$ cat src/rtl/rev_mac_pkg.sv
// ============================================================================
// Module : rev_mac_pkg
// Brief  : Shared states, default sizes and HNG ancilla for the reversible MAC.
// Rev    : 1.0  initial release
// ============================================================================
`default_nettype none

package rev_mac_pkg;

    localparam int   c_DEF_WIDTH   = 4;
    localparam int   c_DEF_ACC_W   = 12;
    // D input of an HNG gate tied low turns its S output into a majority carry
    localparam logic c_HNG_ANCILLA = 1'b0;

    typedef enum logic [1:0] {
        IDLE = 2'd0,
        MUL  = 2'd1,
        ACC  = 2'd2,
        DONE = 2'd3
    } state_t;

endpackage

`default_nettype wire

$ cat src/rtl/rev_full_adder.sv
// ============================================================================
// Module : hng_gate / rev_full_adder
// Brief  : HNG reversible gate and the one-bit full adder built from it.
// Rev    : 1.0  initial release
// ============================================================================
`default_nettype none

module hng_gate (
    input  logic i_a,
    input  logic i_b,
    input  logic i_c,
    input  logic i_d,
    output logic o_p,
    output logic o_q,
    output logic o_r,
    output logic o_s
);
    assign o_p = i_a;
    assign o_q = i_b;
    assign o_r = i_a ^ i_b ^ i_c;
    assign o_s = ((i_a ^ i_b) & i_c) ^ (i_a & i_b) ^ i_d;
endmodule

module rev_full_adder
    import rev_mac_pkg::*;
(
    input  logic i_a,
    input  logic i_b,
    input  logic i_cin,
    output logic o_sum,
    output logic o_cout
);
    logic w_unused_p;
    logic w_unused_q;

    hng_gate u_hng (
        .i_a (i_a),
        .i_b (i_b),
        .i_c (i_cin),
        .i_d (c_HNG_ANCILLA),
        .o_p (w_unused_p),
        .o_q (w_unused_q),
        .o_r (o_sum),
        .o_s (o_cout)
    );
endmodule

`default_nettype wire

$ cat src/rtl/rev_seq_mac.sv
// ============================================================================
// Module : rev_seq_mac
// Brief  : Shift-and-add MAC; one (a,b) term per WIDTH+2 cycles, result on last.
//          Define REV_SEQ_MAC_SATURATE_EN to clamp the accumulator on overflow.
// Rev    : 1.0  initial release
// ============================================================================
`default_nettype none

module rev_seq_mac
    import rev_mac_pkg::*;
#(
    parameter int WIDTH = c_DEF_WIDTH,
    parameter int ACC_W = c_DEF_ACC_W
) (
    input  logic             clk,
    input  logic             rst,
    input  logic             in_valid,
    output logic             in_ready,
    input  logic [WIDTH-1:0] in_a,
    input  logic [WIDTH-1:0] in_b,
    input  logic             in_clr,
    input  logic             in_last,
    output logic             out_valid,
    input  logic             out_ready,
    output logic [ACC_W-1:0] out_data
);
    localparam int CNT_W = (WIDTH > 1) ? $clog2(WIDTH) : 1;

    state_t             r_state;
    state_t             w_next;
    logic [CNT_W-1:0]   r_cnt;
    logic [WIDTH-1:0]   r_a;
    logic [WIDTH-1:0]   r_b;
    logic               r_clr;
    logic               r_last;
    logic [2*WIDTH-1:0] r_prod;
    logic [ACC_W-1:0]   r_acc;

    logic [ACC_W-1:0]   w_op_x;
    logic [ACC_W-1:0]   w_op_y;
    logic [ACC_W-1:0]   w_sum;
    logic [ACC_W-1:0]   w_acc_next;
    logic [ACC_W:0]     w_c;
    logic               w_accept;
    logic               w_cnt_last;

    assign w_accept   = in_valid & in_ready;
    assign w_cnt_last = (r_cnt == CNT_W'(WIDTH - 1));

    // One adder serves both stages: partial products in MUL, the term in ACC
    always_comb begin
        w_op_x = ACC_W'(r_prod);
        w_op_y = ACC_W'(r_a) << r_cnt;
        if (r_state == ACC) begin
            w_op_x = r_clr ? '0 : r_acc;
            w_op_y = ACC_W'(r_prod);
        end
    end

    assign w_c[0] = 1'b0;

    for (genvar gi = 0; gi < ACC_W; gi++) begin : g_ripple
        rev_full_adder u_fa (
            .i_a    (w_op_x[gi]),
            .i_b    (w_op_y[gi]),
            .i_cin  (w_c[gi]),
            .o_sum  (w_sum[gi]),
            .o_cout (w_c[gi+1])
        );
    end

`ifdef REV_SEQ_MAC_SATURATE_EN
    assign w_acc_next = w_c[ACC_W] ? {ACC_W{1'b1}} : w_sum;
`else
    logic w_unused_cout;
    assign w_unused_cout = w_c[ACC_W];
    assign w_acc_next    = w_sum;
`endif

    always_ff @(posedge clk or posedge rst) begin
        if (rst) begin
            r_state <= IDLE;
        end else begin
            r_state <= w_next;
        end
    end

    always_comb begin
        w_next = r_state;
        case (r_state)
            IDLE:    if (w_accept) w_next = MUL;
            MUL:     if (w_cnt_last) w_next = ACC;
            ACC:     w_next = r_last ? DONE : IDLE;
            DONE:    if (out_ready) w_next = IDLE;
            default: w_next = IDLE;
        endcase
    end

    always_ff @(posedge clk or posedge rst) begin
        if (rst) begin
            r_cnt  <= '0;
            r_a    <= '0;
            r_b    <= '0;
            r_clr  <= 1'b0;
            r_last <= 1'b0;
            r_prod <= '0;
            r_acc  <= '0;
        end else begin
            case (r_state)
                IDLE: begin
                    if (w_accept) begin
                        r_a    <= in_a;
                        r_b    <= in_b;
                        r_clr  <= in_clr;
                        r_last <= in_last;
                        r_prod <= '0;
                        r_cnt  <= '0;
                    end
                end
                MUL: begin
                    if (r_b[r_cnt]) begin
                        r_prod <= w_sum[2*WIDTH-1:0];
                    end
                    r_cnt <= r_cnt + 1'b1;
                end
                ACC: begin
                    r_acc <= w_acc_next;
                end
                DONE: begin
                    if (out_ready) begin
                        r_acc <= '0;
                    end
                end
                default: ;
            endcase
        end
    end

    assign in_ready  = (r_state == IDLE) & ~rst;
    assign out_valid = (r_state == DONE);
    assign out_data  = out_valid ? r_acc : '0;

endmodule

`default_nettype wire

$ cat config.mk
export PLATFORM = sky130hd
export DESIGN_NAME = rev_seq_mac
export DESIGN_NICKNAME = d
export VERILOG_FILES = /design/src/rtl/rev_mac_pkg.sv /design/src/rtl/rev_full_adder.sv /design/src/rtl/rev_seq_mac.sv
export SDC_FILE = /design/constraint.sdc
export NUM_CORES = 1
export LEC_CHECK = 0
export CORE_MARGIN = 3
export CORE_UTILIZATION = 45
export CTS_CLUSTER_DIAMETER = 80
export CTS_CLUSTER_SIZE = 30
export DETAILED_ROUTE_END_ITERATION = 8
export DONT_BUFFER_PORTS = 1
export SKIP_LAST_GASP = 1
export SYNTH_ARGS = -nofsm -noshare
export SYNTH_HDL_FRONTEND = slang
export SYNTH_SLANG_ARGS = --single-unit
$ cat constraint.sdc
create_clock -name clk -period 9.3 [get_ports clk]
set_input_delay 1.86 -clock clk [delete_from_list [all_inputs] [get_ports clk]]
set_output_delay 1.86 -clock clk [all_outputs]
set_load 0.005 [all_outputs]
Word level (Yosys, flattened, before mapping)

Cells that the tools add are included.

Shift operators: 1
Bitwise operators: 57
Magnitude comparators: 1
Muxes and demuxes: 18
Reduce and logical (&&, ||, !) cells: 8
Add/sub/neg operators: 1
Equality and inequality tests: 8

Operators by type and width:

| operator                                                                      | number |
|---|---|
| 12-bit two-way mux                                                            | 5 |
| 1-bit bitwise XOR                                                             | 33 |
| 12-bit case mux with 2 select lines                                           | 1 |
| 1-bit bitwise AND                                                             | 23 |
| 8-bit two-way mux                                                             | 2 |
| 8-bit case mux with 2 select lines                                            | 1 |
| 4-bit by 2-bit << shifter with 12-bit output                                  | 1 |
| 2-bit two-way mux                                                             | 5 |
| 2-bit case mux with 4 select lines                                            | 1 |
| 2-bit equality test (second input constant)                                   | 3 |
| 2-bit inequality test (second input constant)                                 | 3 |
| 2-bit AND reduction                                                           | 3 |
| 3-bit AND reduction                                                           | 2 |
| 2-bit case mux with 2 select lines                                            | 1 |
| 2-bit nonzero test                                                            | 2 |
| 2-bit by 3-bit less-than comparator with 1-bit output (second input constant) | 1 |
| 2-bit by 1-bit adder with 2-bit output (second input constant)                | 1 |
| 1-bit binary-select mux with 2-bit select                                     | 1 |
| 2-bit by 1-bit equality test with 1-bit output (second input constant)        | 1 |
| 2-bit logical NOT                                                             | 1 |
| 2-bit by 1-bit inequality test with 1-bit output (second input constant)      | 1 |
| 1-bit two-way mux                                                             | 1 |
| 1-bit inverter                                                                | 1 |

Register bits after elaboration: 34
Word-level logic and storage cells: 102
Output and inout bits: 14

Logic depth before layout (Yosys ltp)

Word-level depth: 25
Depth in mapped cells: 21

Modules after synthesis

From an unflattened synthesis, not the netlist that was laid out.

Cell total of the unflattened synthesis: 298
Area total of the unflattened synthesis: 2652.5 µm²

By module, submodules not included:

| module         | area each (µm²) | cells each | instances |
|---|---|---|---|
| rev_seq_mac    | 1901.8          | 190        | 1 |
| hng_gate       | 58.8            | 8          | 12 |
| rev_full_adder | 3.8             | 1          | 12 |

Worst setup path after synthesis

No wires, ideal clock.

Kind: reg-to-reg
Start point: register r_state[0]
End point: register r_acc[11]
Data arrival time: 4218 ps
Setup slack: 5014 ps
Stages on the path, launching flop included: 22
Required time: 9232 ps
Buffers on the path: 1
Path through: dfrtp_1 nand2b_1 buf_2 nand3b_1 o21ai_0 ha_1 fa_1 fa_1 inv_1 fa_1 fa_1 inv_1 fa_1 fa_1 inv_1 fa_1 inv_1 ha_1 ha_1 ha_1 o311ai_0 a32o_1

Longest elaborated chain between the ends: 25
Elaborated cells on any way between the ends: 51
Classes of those cells: eq/ne: 3; mux: 3; bitwise: 43; reduce/logical: 2

Ends and longest elaborated chain:

| what                                                   | RTL line                              | source |
|---|---|---|
| from (decl)                                            | rev_seq_mac.sv:29                     | `state_t r_state;` |
| from (signal assigned)                                 | rev_seq_mac.sv:84                     | `r_state <= w_next;` |
| 2-bit equality test                                    | rev_seq_mac.sv:54, rev_seq_mac.sv:109 |  |
| 12-bit two-way mux                                     | rev_seq_mac.sv:54                     | `if (r_state == ACC) begin` |
| 1-bit bitwise XOR or 1-bit bitwise AND (tied branches) | rev_full_adder.sv:21                  | `assign o_s = ((i_a ^ i_b) & i_c) ^ (i_a & i_b) ^ i_d;` |
| 1-bit bitwise AND                                      | rev_full_adder.sv:21                  |  |
| 1-bit bitwise XOR                                      | rev_full_adder.sv:21                  |  |
| 1-bit bitwise AND                                      | rev_full_adder.sv:21                  |  |
| 1-bit bitwise XOR                                      | rev_full_adder.sv:21                  |  |
| 1-bit bitwise AND                                      | rev_full_adder.sv:21                  |  |
| [... 9 more ...]                                       | n/a                                   |  |
| 1-bit bitwise AND                                      | rev_full_adder.sv:21                  |  |
| 1-bit bitwise XOR                                      | rev_full_adder.sv:21                  |  |
| 1-bit bitwise AND                                      | rev_full_adder.sv:21                  |  |
| 1-bit bitwise XOR                                      | rev_full_adder.sv:21                  |  |
| 1-bit bitwise AND                                      | rev_full_adder.sv:21                  |  |
| 1-bit bitwise XOR                                      | rev_full_adder.sv:21                  |  |
| 1-bit bitwise XOR                                      | rev_full_adder.sv:20                  | `assign o_r = i_a ^ i_b ^ i_c;` |
| 12-bit case mux with 2 select lines                    | rev_seq_mac.sv:109                    | `case (r_state)` |
| to (signal assigned)                                   | rev_seq_mac.sv:127                    | `r_acc <= w_acc_next;` |
| to (decl)                                              | rev_seq_mac.sv:37                     | `logic [ACC_W-1:0] r_acc;` |

Several ways; a longest one is shown, not always the timed one.
A chain may end at the register's enable or synchronous reset.

Worst setup path in the final report

Start point: register r_state[1]
End point: register r_acc[11]

Same word-level chain as after synthesis.

==> flow_metrics.py <==
metrics = {
    "synthesis": {
        "synth_seq_cells": 34,
        "yosys.cell_types.count": 33,
        "synth_cells": 197,
        "synth_top_family_by_area": "simple AND/OR/NAND/NOR gates",
        "ys_warn_count": 0,
        "synth_top_area_share": 0.406,
        "synth_xor_area_frac": 0,
        "synth_area_leaders": "dfrtp_1 41%, mux2i_1 8.1%, mux2_4 7.2%",
        "syn_nets": 223,
        "syn_area_um2": 2100,
        "synth-adder-area-share": 0.0967,
        "synth_compound_area_frac": 0.102,
        "synth_largest_area_cell": "dfrtp_1",
        "yosys.area_share.simple": 0.197,
        "synthMuxAreaShare": 0.158,
        "yosysSeqAreaShare": 0.406,
        "syn_area_per_cell_um2": 10.6,
    },
    "worst_setup_path": {
        "path_buf_inv": 4,
        "crit_slowest_cell": "dfrtp_1",
        "path_cells": "nand2b_1 -> nand3b_1 -> o21ai_0 -> ha_1 -> fa_1 -> fa_1 -> inv_1 -> fa_1 -> fa_1 -> inv_1 -> fa_1 -> fa_1 -> inv_1 -> fa_1 -> inv_1 -> ha_1 -> ha_1 -> ha_1 -> o311ai_0 -> a32o_1",
        "cp_top_family": "adder cells",
        "max_stage_delay_ns": 0.80,
        "crit_fanout": 26,
        "critPathRequiredTime_ns": 9.52,
        "cp_common_cell": "fa_1",
        "cp-end-kind": "register",
        "crit_arrival_ns": 5.67,
        "path_class": "register to register",
        "start_kind": "register",
    },
    "power_and_ir_drop": {
        "irDropWorstVdd_v": 0.000179,
        "p_leak_nw": 1.06,
        "power.density_nw_per_um2": 332,
    },
    "clock_tree": {
        "root_buffer": "clkbuf_8",
        "htreeDepth": 2,
        "cts_sinks": 34,
        "cts_setup_buffers": 0,
        "cts_resized": 0,
        "clock_latency_ns": 0.28,
        "hold_buffers": 0,
        "path_clk_slew_ns": 0.07,
        "cts_buffers": 5,
        "cts_tree": "done",
        "cts_buffer_depth": 2,
    },
    "die": {
        "die_w_um": 74.3,
        "io_pins": 28,
        "row_count": 24,
        "initial_core_util": 0.475,
        "fp.coreArea_um2": 4410,
        "die_h_um": 74.3,
        "die_area_um2": 5520,
    },
    "routing": {
        "postRouteAntennaNets": 0,
        "vias": 1429,
        "drtIter0Drc": 89,
        "dr.pass1.iters": 4,
        "viasPerCell": 5.86,
        "wl_mm": 4.23,
        "drc": 0,
        "avgRoutedWirePerCell_um": 17.3,
    },
    "sta": {
        "fin_crit_ns": 5.45,
        "fin_tns_setup_ns": 0,
        "tightestPinTransition_ns": 0.859,
        "holdWs_ns": 0.509,
        "skew_ns": 0.00516,
        "finalMaxSlewViolations": 0,
        "grt_setup_unrepaired": "false",
        "setup_viol_count_final": 0,
        "max_slew_margin": 0.427,
        "post-route-period-util": 0.586,
        "max_freq_mhz": 183,
        "hold_viol_final": 0,
    },
    "final_layout": {
        "num-fill-cells": 421,
        "regArea_um2": 851,
        "area_growth_pct": 5.01,
        "n_antenna_cell": 0,
        "multi_input_area_um2": 1160,
        "drive_above_1_share": 0.115,
        "final_net_count": 217,
    },
    "outcome": {
        "outcome": "complete, no violations",
    },
    "global_route": {
        "grt_pass1_wl_mm": 7.29,
        "track_usage": 0.173,
        "grt_max_degree": 35,
        "antenna_found_initial": 0,
        "grt_pass1_vias": 1507,
        "grt-ovfl-total": 0,
    },
    "place": {
        "dpl.hpwl_mm": 2.86,
        "port_buffers": 0,
        "gp_congestion": 0.785,
    },
    "min_path": {
        "min_path_type": "register to register",
    },
    "flow_run": {
        "max-cap-violations": 0,
    },
}
==> synthesized netlist by cell type <==
master and count:
nor2_1 1, o31ai_1 1, a21oi_1 3, buf_2 2, fa_1 7, nand2b_1 6
dfrtp_1 34, clkbuf_1 12, o2bb2ai_1 3, mux2_2 1, mux2_4 10, and3_1 12
o22ai_4 1, ha_1 5, o211ai_1 2, nor2b_1 2, nand3_1 2, nor3b_1 6
nand2_1 34, o21ai_0 5, mux2i_1 17, o21a_1 1, o311ai_0 1, nand3b_1 8
inv_1 5, and2_1 1, or4b_4 1, or3b_1 1, nor3_1 1, a32o_1 1
or2b_1 1, buf_6 1, a22o_1 9
==> cell families after synthesis <==
| group | count (synthesis) |
|---|---|
| AND/OR/NAND/NOR | 76 |
| flip-flops | 34 |
| multiplexers | 28 |
| AO/OA/AOI/OAI | 27 |
| buffers and inverters | 20 |
| adder cells (fa/ha/maj) | 12 |
==> worst paths after layout <==
path | startpoint | end | slack (ns) | depth (start not counted)
max | r_state[1] | r_acc[11] | 3.85 | 20
min | r_b[0] | r_b[0] | 0.51 | 1
max reg2reg | r_state[1] | r_acc[11] | 3.85 | 20
min reg2reg | r_b[0] | r_b[0] | 0.51 | 1
max in group asynchronous | rst | r_acc[2] | 7.43 | 2
min in group asynchronous | rst | r_acc[11] | 1.57 | 2
==> cells in the final DEF, fill, tap and decap left out, types with 2 or more instances in the layout <==
master and instances:
mux2_4 10, nand2b_1 6, ha_1 5, o21ai_0 5, o211ai_1 2, nand3b_1 8, fa_1 7, dfrtp_1 34
o2bb2ai_1 3, a21oi_1 3, nor3b_1 6, mux2i_1 17, a22o_1 9, nand2_1 34, inv_1 5, buf_4 2
nand3_1 2, and3_1 12, clkbuf_8 6, nor2b_1 2
==> metal layers <==
| layer | vias up | part of all wire | GRT usage |
|---|---|---|---|
| met5 | - | 0 | 0 |
| met4 | 0 | 0.0076 | 0.0534 |
| met3 | 2 | 0.032 | 0.0405 |
| met2 | 23 | 0.48 | 0.291 |
| met1 | 727 | 0.48 | 0.222 |
| li1 | 677 | - | - |
==> stage by stage <==
stage          setup WS, ns  std cells  utilization  instance area (µm²)  power, mW
5_1_grt                3.48        244        0.499                 2200      0.797
2_1_floorplan          5.01        197            -                 2100      0.551
3_3_place_gp           4.05        236        0.478                 2110      0.613
3_5_place_dp           3.86        236        0.478                 2110      0.626
4_1_cts                3.84        244        0.499                 2200      0.740
6_report               3.85        244        0.499                 2200      0.731
==> where the power goes <==
group | leakage [nW] | internal (mW) | switching, mW | total, mW
combinational | 0.569 | 0.166 | 0.164 | 0.330
clock | 0.0482 | 0.0597 | 0.0517 | 0.111
sequential | 0.441 | 0.204 | 0.0861 | 0.290
total | 1.06 | 0.429 | 0.302 | 0.731
==> worst reg2reg max path, stage by stage (launching register included) <==
cell	delay [ns]
dfrtp_1	0.80
nand2b_1	0.66
nand3b_1	0.30
o21ai_0	0.11
ha_1	0.22
fa_1	0.38
fa_1	0.36
inv_1	0.07
fa_1	0.19
fa_1	0.17
inv_1	0.06
fa_1	0.38
fa_1	0.37
inv_1	0.08
fa_1	0.15
inv_1	0.04
ha_1	0.17
ha_1	0.19
ha_1	0.19
o311ai_0	0.34
a32o_1	0.17
==> registers in the layout (all words and copies together) (netlist names) <==
| signal | cells |
|---|---|
| r_a | 4 |
| r_b | 4 |
| r_acc | 12 |
| r_cnt | 2 |
| r_state | 2 |
| r_clr | 1 |
| r_prod | 8 |
| r_last | 1 |
==> layout make-up <==
class                      count  share of cell area
inverter                       5             0.00852
clock buffer                   7              0.0392
tap                           52              0.0295
timing repair buffer           2             0.00682
clock inverter                 1             0.00227
multi-input combinational    143               0.527
sequential                    34               0.386
Note: power is estimated with default switching activity, not from simulation.
